[src/rtl/btn_pkg.sv]
// Shared definitions for the push-button conditioning slice.
//   - Channel indices into the NBTN-wide button vectors.
//   - Fire-request FSM state encoding.
package btn_pkg;

    localparam int BTN_RIGHT = 0;
    localparam int BTN_LEFT  = 1;
    localparam int BTN_UP    = 2;
    localparam int BTN_DOWN  = 3;
    localparam int BTN_SHOOT = 4;

    typedef enum logic [1:0] {
        FIRE_IDLE     = 2'd0,
        FIRE_ARMED    = 2'd1,
        FIRE_COOLDOWN = 2'd2
    } fire_state_t;

endpackage

[src/rtl/btn_debounce.sv]
// One button channel: 2-flop synchronizer, debounce counter, clean level and
// one-cycle rise/fall pulses.
// Ports:
//   clk, rst    - system clock, async active-high reset
//   raw         - raw button level, asynchronous to clk
//   level       - debounced level
//   rise, fall  - one-clk pulses in the cycle level changes 0->1 / 1->0
module btn_debounce
    import btn_pkg::*;
#(
    parameter int DEB_CYCLES = 1000000,
    parameter int CW         = $clog2(DEB_CYCLES)
) (
    input  logic clk,
    input  logic rst,
    input  logic raw,
    output logic level,
    output logic rise,
    output logic fall
);

    logic          sync1;
    logic          sync2;
    logic [CW-1:0] cnt;

    always_ff @(posedge clk or posedge rst) begin
        if (rst) begin
            sync1 <= 1'b0;
            sync2 <= 1'b0;
            cnt   <= '0;
            level <= 1'b0;
            rise  <= 1'b0;
            fall  <= 1'b0;
        end else begin
            sync1 <= raw;
            sync2 <= sync1;
            rise  <= 1'b0;
            fall  <= 1'b0;
            // Any return to the current level (bounce) restarts the count.
            if (sync2 == level) begin
                cnt <= '0;
            end else if (cnt == CW'(DEB_CYCLES - 1)) begin
                level <= sync2;
                cnt   <= '0;
                rise  <= sync2;
                fall  <= ~sync2;
            end else begin
                cnt <= cnt + CW'(1);
            end
        end
    end

endmodule

[src/rtl/btn_conditioner.sv]
// Push-button conditioning stage: per-channel sync/debounce/edge detect plus a
// frame-rate-limited, auto-repeating fire request for the shoot channel.
// Ports:
//   clk, rst    - system clock, async active-high reset
//   btn_raw     - raw button levels {shoot, down, up, left, right}, 1 = pressed
//   frame_tick  - one-clk pulse per frame; consumes a pending fire request
//   btn_level   - debounced levels
//   btn_rise    - one-clk pulse per channel on debounced 0->1
//   btn_fall    - one-clk pulse per channel on debounced 1->0
//   fire_req    - shot request, high until consumed by frame_tick
//
// Fire FSM states:
//   state         | meaning
//   FIRE_IDLE     | no request pending; waiting for a shoot rise
//   FIRE_ARMED    | fire_req high; next frame_tick spawns a bullet
//   FIRE_COOLDOWN | rate limit; rcnt counts frames until re-arm or idle
module btn_conditioner
    import btn_pkg::*;
#(
    parameter int NBTN          = 5,
    parameter int SHOOT_IDX     = BTN_SHOOT,
    parameter int DEB_CYCLES    = 1000000,
    parameter int CW            = $clog2(DEB_CYCLES),
    parameter int REPEAT_FRAMES = 8,
    parameter int RW            = $clog2(REPEAT_FRAMES)
) (
    input  logic            clk,
    input  logic            rst,
    input  logic [NBTN-1:0] btn_raw,
    input  logic            frame_tick,
    output logic [NBTN-1:0] btn_level,
    output logic [NBTN-1:0] btn_rise,
    output logic [NBTN-1:0] btn_fall,
    output logic            fire_req
);

    for (genvar i = 0; i < NBTN; i++) begin : g_chan
        btn_debounce #(
            .DEB_CYCLES(DEB_CYCLES),
            .CW        (CW)
        ) u_deb (
            .clk  (clk),
            .rst  (rst),
            .raw  (btn_raw[i]),
            .level(btn_level[i]),
            .rise (btn_rise[i]),
            .fall (btn_fall[i])
        );
    end

    fire_state_t   state;
    fire_state_t   state_nxt;
    logic [RW-1:0] rcnt;
    logic [RW-1:0] rcnt_nxt;
    logic          shoot_lvl;
    logic          shoot_rise;

    assign shoot_lvl  = btn_level[SHOOT_IDX];
    assign shoot_rise = btn_rise[SHOOT_IDX];

    always_ff @(posedge clk or posedge rst) begin
        if (rst) begin
            state <= FIRE_IDLE;
            rcnt  <= '0;
        end else begin
            state <= state_nxt;
            rcnt  <= rcnt_nxt;
        end
    end

    always_comb begin
        state_nxt = state;
        rcnt_nxt  = rcnt;
        case (state)
            // A frame_tick coinciding with the rise is not a consume: the
            // request has not been visible on fire_req yet.
            FIRE_IDLE: begin
                if (shoot_rise) state_nxt = FIRE_ARMED;
            end
            // Release does not cancel; a tap is always served once armed.
            FIRE_ARMED: begin
                if (frame_tick) begin
                    state_nxt = FIRE_COOLDOWN;
                    rcnt_nxt  = RW'(REPEAT_FRAMES - 1);
                end
            end
            // Rises here are ignored; only the held level decides re-arm.
            FIRE_COOLDOWN: begin
                if (frame_tick) begin
                    if (rcnt == RW'(1)) begin
                        state_nxt = shoot_lvl ? FIRE_ARMED : FIRE_IDLE;
                    end else begin
                        rcnt_nxt = rcnt - RW'(1);
                    end
                end
            end
            default: state_nxt = FIRE_IDLE;
        endcase
    end

    assign fire_req = (state == FIRE_ARMED);

endmodule

[config.mk]
export PLATFORM = sky130hd
export DESIGN_NAME = btn_conditioner
export DESIGN_NICKNAME = d
export VERILOG_FILES = /design/src/rtl/btn_pkg.sv /design/src/rtl/btn_debounce.sv /design/src/rtl/btn_conditioner.sv
export SDC_FILE = /design/constraint.sdc
export NUM_CORES = 1
export LEC_CHECK = 0
export ABC_CLOCK_PERIOD_IN_PS = 11400
export BUFFER_PORTS_ARGS = -buffer_cell sky130_fd_sc_hd__buf_2
export CELL_PAD_IN_SITES_DETAIL_PLACEMENT = 1
export CELL_PAD_IN_SITES_GLOBAL_PLACEMENT = 1
export CORE_UTILIZATION = 50
export DETAILED_ROUTE_END_ITERATION = 10
export PLACE_DENSITY_LB_ADDON = 0.1
export SLEW_MARGIN = 20
export SYNTH_ARGS = -nofsm -noshare
export SYNTH_HDL_FRONTEND = slang
export SYNTH_SLANG_ARGS = --single-unit
export TNS_END_PERCENT = 10
[constraint.sdc]
create_clock -name clk -period 11.4 [get_ports clk]
set_input_delay 0.57 -clock clk [delete_from_list [all_inputs] [get_ports clk]]
set_output_delay 0.57 -clock clk [all_outputs]
set_load 0.05 [all_outputs]
==> results of run 1 <==
## cell families (layout without fill, tap and decap cells)
| group | after synthesis | in the layout |
|---|---|---|
| XOR/XNOR | 71 | 71 |
| AND/OR/NAND/NOR | 300 | 300 |
| flip-flops | 130 | 130 |
| multiplexers | 6 | 6 |
| adder cells (fa/ha/maj) | 7 | 7 |
| buffers and inverters | 40 | 68 |
| AO/OA/AOI/OAI | 62 | 62 |
## cells in the mapped netlist, types with 18 or more instances
cell type	instances	area (µm²)
sky130_fd_sc_hd__dfrtp_1	130	3250
sky130_fd_sc_hd__nor2_1	87	327
sky130_fd_sc_hd__xnor2_1	46	403
sky130_fd_sc_hd__nand2_1	35	131
sky130_fd_sc_hd__nand4_1	27	169
sky130_fd_sc_hd__nand3_1	25	125
sky130_fd_sc_hd__xor2_1	25	219
sky130_fd_sc_hd__a21oi_1	23	115
sky130_fd_sc_hd__o21ai_0	19	95.1
sky130_fd_sc_hd__and3_1	18	113
sky130_fd_sc_hd__buf_4	18	135
## routing by layer
layer | up-vias | global-route usage, %
met4 | 0 | 8.74
met3 | 19 | 5.08
met5 | - | 0
li1 | 2207 | -
met1 | 2375 | 30.0
met2 | 50 | 40.1
## per-stage QoR
stage	total power [mW]	instances	hold WS (ns)	util [%]
CTS	1.01	812	0.239	57.9
finish	1.00	812	0.259	57.9
detailed placement	0.509	782	0.339	53.3
global placement	0.507	782	0.334	53.3
floorplan	0.499	616	0.331	-
global route	1.03	812	0.237	57.9
## power by group through the flow
stage                     Combinational (mW)  Clock, mW  Sequential (mW)
final                                 0.0270      0.499            0.474
after global routing                  0.0313      0.528            0.474
after CTS                             0.0281      0.510            0.474
after detailed placement              0.0278          0            0.481
after global placement                0.0264          0            0.481
after floorplan                       0.0195          0            0.480
## path summary, 6_finish.rpt
path | endpoint | slack (ns) | cells after the start
hold / removal | g_chan[3].u_deb.sync1 | 0.26 | 1
min in group asynchronous | g_chan[3].u_deb.fall | 0.29 | 2
setup reg to reg | g_chan[1].u_deb.cnt[8] | 9.12 | 4
setup / recovery | g_chan[1].u_deb.cnt[8] | 9.12 | 4
hold reg to reg | g_chan[4].u_deb.sync2 | 0.35 | 0
max in group asynchronous | g_chan[2].u_deb.cnt[10] | 9.74 | 3
## final cells by class
type | count | area share [%]
clock buffer | 25 | 7.47
tap | 168 | 2.99
multi-input combinational | 446 | 40.4
clock inverter | 5 | 0.356
inverter | 13 | 0.729
sequential | 130 | 46.2
timing repair buffer | 25 | 1.85
## registers in the layout, indices dropped and copies added, names as in the netlist
name and count:
g_chan.u_deb.sync2 5, g_chan.u_deb.rise 5, g_chan.u_deb.fall 5, g_chan.u_deb.sync1 5, g_chan.u_deb.level 5, g_chan.u_deb.cnt 100, state 2, rcnt 3
==> run summary, run 1 <==
The half-perimeter wire length after detailed placement came out at 9270 µm. Traced cell by cell, the critical path runs through nor4b_1, nand4_1, o21ai_1, nor2_1. In this run the cell area measured after placement is 6490 µm².

Gates resized during post-CTS repair numbered 0. The cell count after synthesis came out at 616. The clock root buffer is sky130_fd_sc_hd__clkbuf_16. The post-synth net total was 631. Uppermost layer routed: met4.

On the critical path the largest part of the delay comes from compound AO/OA/AOI/OAI gates. The count of hold-fix buffers inserted at cts was 0. The tools report the maximum clock skew at final layout as 0.00965 ns.

The wire length of the first global-routing pass is 24100 µm, and the post-CTS repair timing setup buffer count is 0. The maximum number of pins on one net before global-route repair was 71. The top fanout value on the critical path was 16; the ratio of cells with drive above 1 in the final layout was 12.1%. Of the total synthesized cell area, the portion taken by XOR and XNOR cells is 9.84%. Worst-case setup slack after placement: 9.18 ns. The run gives 1333 as the filler cell count. Setup repair after global routing left no endpoint under its margin.

The startpoint of the worst hold path was btn_raw[3]. The run gives 0 as the number of inserted diodes. Wires add up to 13700 µm. Post-detailed-route DRC marker count: 0.

Dividing total power by cell area gives a power density of 142 nW/µm². Core footprint: 12200 µm². Setup violations remaining at the end of the flow were counted as 0.

Summing the areas of all and, or, nand and nor instances in the mapped netlist gives 26.1% of the synthesized area. In the layout the commonest cells are sky130_fd_sc_hd__dfrtp_1 (130), sky130_fd_sc_hd__nor2_1 (87), sky130_fd_sc_hd__xnor2_1 (46), sky130_fd_sc_hd__nand2_1 (35), sky130_fd_sc_hd__nand4_1 (27). The mean instance size in the synthesized netlist is 10.3 µm², and the via count of the first global-routing pass is 4895. The slowest stage of the critical path belongs to the cell sky130_fd_sc_hd__o21ai_1.

From synthesis to final layout, the design area changed by 11.4%. Net switching is 21.1% of the power. After Yosys synthesis, full adders, half adders and majority gates account for 1.39% of the synthesized area. The min-delay analysis places its worst path in the category in2reg. The synthesized design contains 0 enable-type register cells. The sequential cells in the finished layout cover a total of 3250 µm².

The tools report the minimum setup slack in the final design as 9.12 ns. The logs give 439 MHz for the upper clock frequency limit and 2.52 ns for the data arrival at the endpoint of the critical path. Leaving out fill and tap cells, the most frequent cell in the layout is sky130_fd_sc_hd__dfrtp_1. The smallest clock period supported by the final layout is computed as 2.28 ns. The proportion of power drawn by the clock network came out at 49.9%.

For the buffer depth of the longest clock path, the log shows 2. The largest stage delay on the critical path was 0.90 ns. Before antenna repair, the detailed router went through 4 iterations.

The detail route stage leaves a number of antenna-violating nets equal to 0. The post-synthesis mux area share was 1.17%. The run gives 0 as the number of max-slew violations in the final report. The logs give 0 for the number of warnings reported in the yosys synthesis log and 6320 µm² for the post-synthesis instance area.

After the first detailed-routing iteration, the DRC count stood at 243. Per report_power, the combinational group accounts for 2.7% of the total. The final critical path takes up 20.0% of the cycle.

The final global-route overflow total is 0, and the number of placed I/O pins is 24. The run finished with clean final reports. The tools report the worst-case headroom to the max-slew limit as 26.8%.

The tools report the element type at the critical path start as a register. The hold violation total from the final report was 0. The setup path with the least slack is of type reg2reg.

For this design the static power due to leakage is 2.92 nW. Routability-driven placement finished with a final weighted congestion of 0.765. The run gives 0 ns as the sum of negative setup slack. The post-synthesis sequential element count works out to 130.

The run gives 4 as the H-tree depth. At the later pin of the worst-skew pair, clock insertion delay measures 0.42 ns. Via count normalized by instance count: 5.73. The logs give 130 for the clock sink total and 13100 µm² for the floorplan die area. Detailed routing placed a total of 261 µm of wire on met3.

Summing the sequential cell areas from Yosys gives 51.5% of the chip area. In this run the critical register-to-register path is launched from g_chan[1].u_deb.cnt[12]. The share of the synthesized area in compound gates (AO/OA/AOI/OAI) works out to 6.49%. Across the run, the number of max-cap violations was 0. In this run the vertical extent of the chip is 114 µm.

The worst IR drop on VDD is 0.0967 mV. STA classifies the critical path endpoint as a register. The footprint of the multi-input gates was 2840 µm².

In the synthesized netlist the async set-or-reset flop fraction comes to 100%. The most critical setup path has its startpoint at g_chan[1].u_deb.cnt[12]. TritonCTS built the clock tree. The initial utilization of the core area, before any placement, comes to 52.0%.

The placement row count is 40. In this run the tool buffered the top-level ports with 23 buffer cells. The average routed wire per standard cell works out to 16.8 µm.

The logs give 23.7% for the overall track demand over capacity in global routing and 0.789 mW for the internal power component. The number of vias after detailed routing was 4651. The clock-pin slew reported for the worst setup and hold paths after clock tree synthesis was 0.05 ns.

The combined buffer and inverter count along the critical path came out at 0. By area, the combinational part of the netlist is dominated by simple AND/OR/NAND/NOR gates. The share of total power dissipated in sequential elements is 47.4%. For the number of antenna violations at the first check in global routing, the log shows 0.

The number of different library cells in the post-synthesis netlist was 54. After the last flow step, the layout net total stands at 648. Clock buffer count from CTS: 17.

In this run the power spent charging and discharging nets is 0.211 mW. In the synthesized netlist the dominant register cell turns out to be sky130_fd_sc_hd__dfrtp_1. In the final routing, the length of wire on met1 measures 6260 µm. The transition time of the tightest slew-check pin works out to 1.09 ns. The final design area excluding fillers was 7040 µm². From left edge to right edge, the die measures 114 µm.

For the worst setup path, the data required time is 11.64 ns. The amount of wire on met2 after detailed routing was 6940 µm.
(Power assumes the default switching activity.)
==> run 2, diff against run 1 <==
--- a/config.mk
+++ b/config.mk
@@ -5,11 +5,11 @@
 export SDC_FILE = /design/constraint.sdc
 export NUM_CORES = 1
 export LEC_CHECK = 0
-export ABC_CLOCK_PERIOD_IN_PS = 11400
+export ABC_CLOCK_PERIOD_IN_PS = 2350
 export BUFFER_PORTS_ARGS = -buffer_cell sky130_fd_sc_hd__buf_2
 export CELL_PAD_IN_SITES_DETAIL_PLACEMENT = 1
 export CELL_PAD_IN_SITES_GLOBAL_PLACEMENT = 1
-export CORE_UTILIZATION = 50
+export CORE_UTILIZATION = 49
 export DETAILED_ROUTE_END_ITERATION = 10
 export PLACE_DENSITY_LB_ADDON = 0.1
 export SLEW_MARGIN = 20
==> constraint.sdc (replaced) <==
create_clock -name clk -period 2.35 [get_ports clk]
set_input_delay 0.1175 -clock clk [delete_from_list [all_inputs] [get_ports clk]]
set_output_delay 0.1175 -clock clk [all_outputs]
set_load 0.05 [all_outputs]
==> run 2 against run 1 <==
  * Final area increased by 2.4%
  * Non-clock buffer count increased by 16
  * Clock-buffer cell count decreased by 2
==> run summary, run 2 (synthesis gave the netlist of run 1 again) <==
The run finished with clean final reports. Of the cells placed in the final design, the portion with a size suffix greater than 1 is 13.1%. The classification of the worst-slack hold path is in2reg. For the number of vias after detailed routing, the log shows 4615. Combinational cells account for 3.0% of the total power. For the final routed database, the setup TNS stands at 0 ns.

After detailed routing, the number of remaining DRC violations is 0. Of the total power, the share spent switching nets is 20.5%. CTS placed an instance of sky130_fd_sc_hd__clkbuf_16 at the clock tree root.

The final net count was 664; the top fanout value on the critical path was 6. Number of nets with antenna violations after detailed routing: 0. The proportion of power drawn by the clock network is 51.0%. For this configuration, the core starts out at a cell density of 50.1%. For this design the static power due to leakage is 3.00 nW. The tools report the post-CTS repair timing setup buffer count as 0. For the worst-skew pair, the clock arrives at the later sink with an insertion delay of 0.41 ns. Part of the total power dissipated in sequential elements: 46.0%. The run gives 47.1% as the worst-case headroom to the max-slew limit. The die is 116 µm tall. Summed over all nets, the switching power comes to 1.03 mW. The final RePlAce weighted congestion is 0.773. Register with the most flip-flops: g_chan.u_deb.cnt. 0 antenna diodes ended up in the layout. The final design utilization is 57.1%.

The top cell types in the final layout, fill and taps aside, are sky130_fd_sc_hd__dfrtp_1 (130), sky130_fd_sc_hd__nor2_1 (87), sky130_fd_sc_hd__xnor2_1 (46), sky130_fd_sc_hd__nand2_1 (35), sky130_fd_sc_hd__nand4_1 (27). The endpoint of the worst register-to-register path was g_chan[3].u_deb.level. The internal power component is 3.97 mW. The critical path class was reg2reg. The max-cap check violation count is 0, and the power per unit of standard cell area is 693 nW/µm².

The flip-flop count of the largest register after layout works out to 100. The tools report the wire length of the first global-routing pass as 23300 µm. Summing all multi-input logic gate instances after layout gives 2840 µm². The die span in x was 116 µm; the via count normalized by instance count was 5.55. Number of max-slew violations in the final report: 0.

The tools report the endpoint class of the critical path as a register. The count of hold-fix buffers inserted at cts came out at 6. The upper clock frequency limit was 483 MHz; the count of input and output buffers was 23. The first routing iteration left 240 violations. Across every metal layer, demand over resource in global routing totals 22.5%. TritonCTS built the clock tree. In this run the deepest clock path goes through 2 buffers. Clock sink total: 130. End of the critical path: g_chan[3].u_deb.level. The number of cells on the worst reg-to-reg path is 5. For the number of antenna violations at the first check in global routing, the log shows 0.

Fill cells in the final layout number 1416. The startpoint identified for the worst register-to-register timing path is g_chan[3].u_deb.cnt[0]. The final critical path takes up 88.0% of the cycle.

The final global-route overflow total came out at 0. The area growth from synthesis to layout is 14.1%, and the clock-pin slew reported for the worst setup and hold paths after clock tree synthesis is 0.05 ns. The run gives 0 as the post-cts gate resize count.

Across the VDD grid, the largest voltage drop is 0.533 mV. The number of placed I/O pins was 24. Row generation in the floorplan step produced 41 rows. At the worst endpoint, the required time is 2.65 ns.

The logs give 4838 for the via count of the first global-routing pass and 13500 µm for the routed wire length. The H-tree generated during clock tree synthesis spans 4 levels. The library cell used most frequently in the layout, excluding fill and tap cells, is sky130_fd_sc_hd__dfrtp_1. The hold violation total from the final report was 0; the core footprint was 12600 µm².

The worst setup path is launched from a register. Setup repair after global routing left no endpoint under its margin. The sequential cells in the finished layout cover a total of 3250 µm².

The average routed wire per standard cell is 16.2 µm, and the data arrival at the endpoint of the critical path is 2.37 ns. Entering global routing, the biggest net connects 69 pins. For the finished layout, the period the worst path requires is 2.07 ns.

Maximum clock skew at final layout: 0.00559 ns. Once detailed placement completed, the half-perimeter wirelength came to 9230 µm. Transition time of the tightest slew-check pin: 0.786 ns.

The worst register-to-register path has a setup slack of 0.28 ns. The tools report the clock buffer count from CTS as 17. For this run, the detailed router's first-pass iteration total came to 4. The setup violation total in the final timing report is 0.

The floorplan step defined a die boundary enclosing 13400 µm². The critical path starts at g_chan[3].u_deb.cnt[0].
[run 2: worst min path at each step]
stage / depth (start not counted) / slack [ns] / to / start
2_1_floorplan: 0 / 0.15 / g_chan[0].u_deb.sync1 / btn_raw[0]
3_3_place_gp: 2 / 0.16 / g_chan[0].u_deb.sync1 / rst
3_5_place_dp: 2 / 0.17 / g_chan[0].u_deb.sync1 / rst
4_1_cts: 3 / 0.02 / state[1] / frame_tick
5_1_grt: 3 / 0.04 / state[1] / frame_tick
6_report: 3 / 0.04 / state[1] / frame_tick
[run 2: critical path, stage by stage (launching register included)]
cell and delay, ns:
sky130_fd_sc_hd__dfrtp_1 0.38, sky130_fd_sc_hd__ha_1 0.23, sky130_fd_sc_hd__nand2_1 0.16, sky130_fd_sc_hd__or3_4 0.43
sky130_fd_sc_hd__or3_4 0.43, sky130_fd_sc_hd__mux2_4 0.31
[run 2: stage by stage]
stage / setup slack, ns / hold WS, ns / instances / total power, mW / area (µm²)
2_1_floorplan: 0.458 / 0.149 / 616 / 2.42 / 6320
3_3_place_gp: 0.383 / 0.162 / 796 / 2.47 / 6580
3_5_place_dp: 0.302 / 0.174 / 796 / 2.48 / 6580
4_1_cts: 0.284 / 0.0170 / 831 / 5.06 / 7210
5_1_grt: 0.198 / 0.0436 / 831 / 5.16 / 7210
6_report: 0.281 / 0.0377 / 831 / 5.00 / 7210
[run 2: routing by layer]
| metal | vias to the layer above | GRT usage [%] | part of all wire (%) |
|---|---|---|---|
| met5 | - | 0 | 0 |
| met4 | 0 | 7.71 | 1.3 |
| met3 | 18 | 5.60 | 2.4 |
| met2 | 40 | 39.0 | 52 |
| met1 | 2325 | 27.2 | 44 |
| li1 | 2232 | - | - |
[run 2: layout make-up]
cell class              count  area share [%]
clock buffers              23            6.77
clock inverters             6            1.11
flip-flops and latches    130            45.1
multi-input cells         446            39.4
repair buffers             41            3.85
well taps                 172            2.99
inverters                  13           0.729
[run 2: power by group through the flow]
stage / combinational [mW] / sequential (mW) / clock (mW)
floorplan: 0.0949 / 2.33 / 0
global placement: 0.140 / 2.33 / 0
detailed placement: 0.146 / 2.34 / 0
CTS: 0.155 / 2.30 / 2.61
global route: 0.172 / 2.30 / 2.69
finish: 0.149 / 2.30 / 2.55
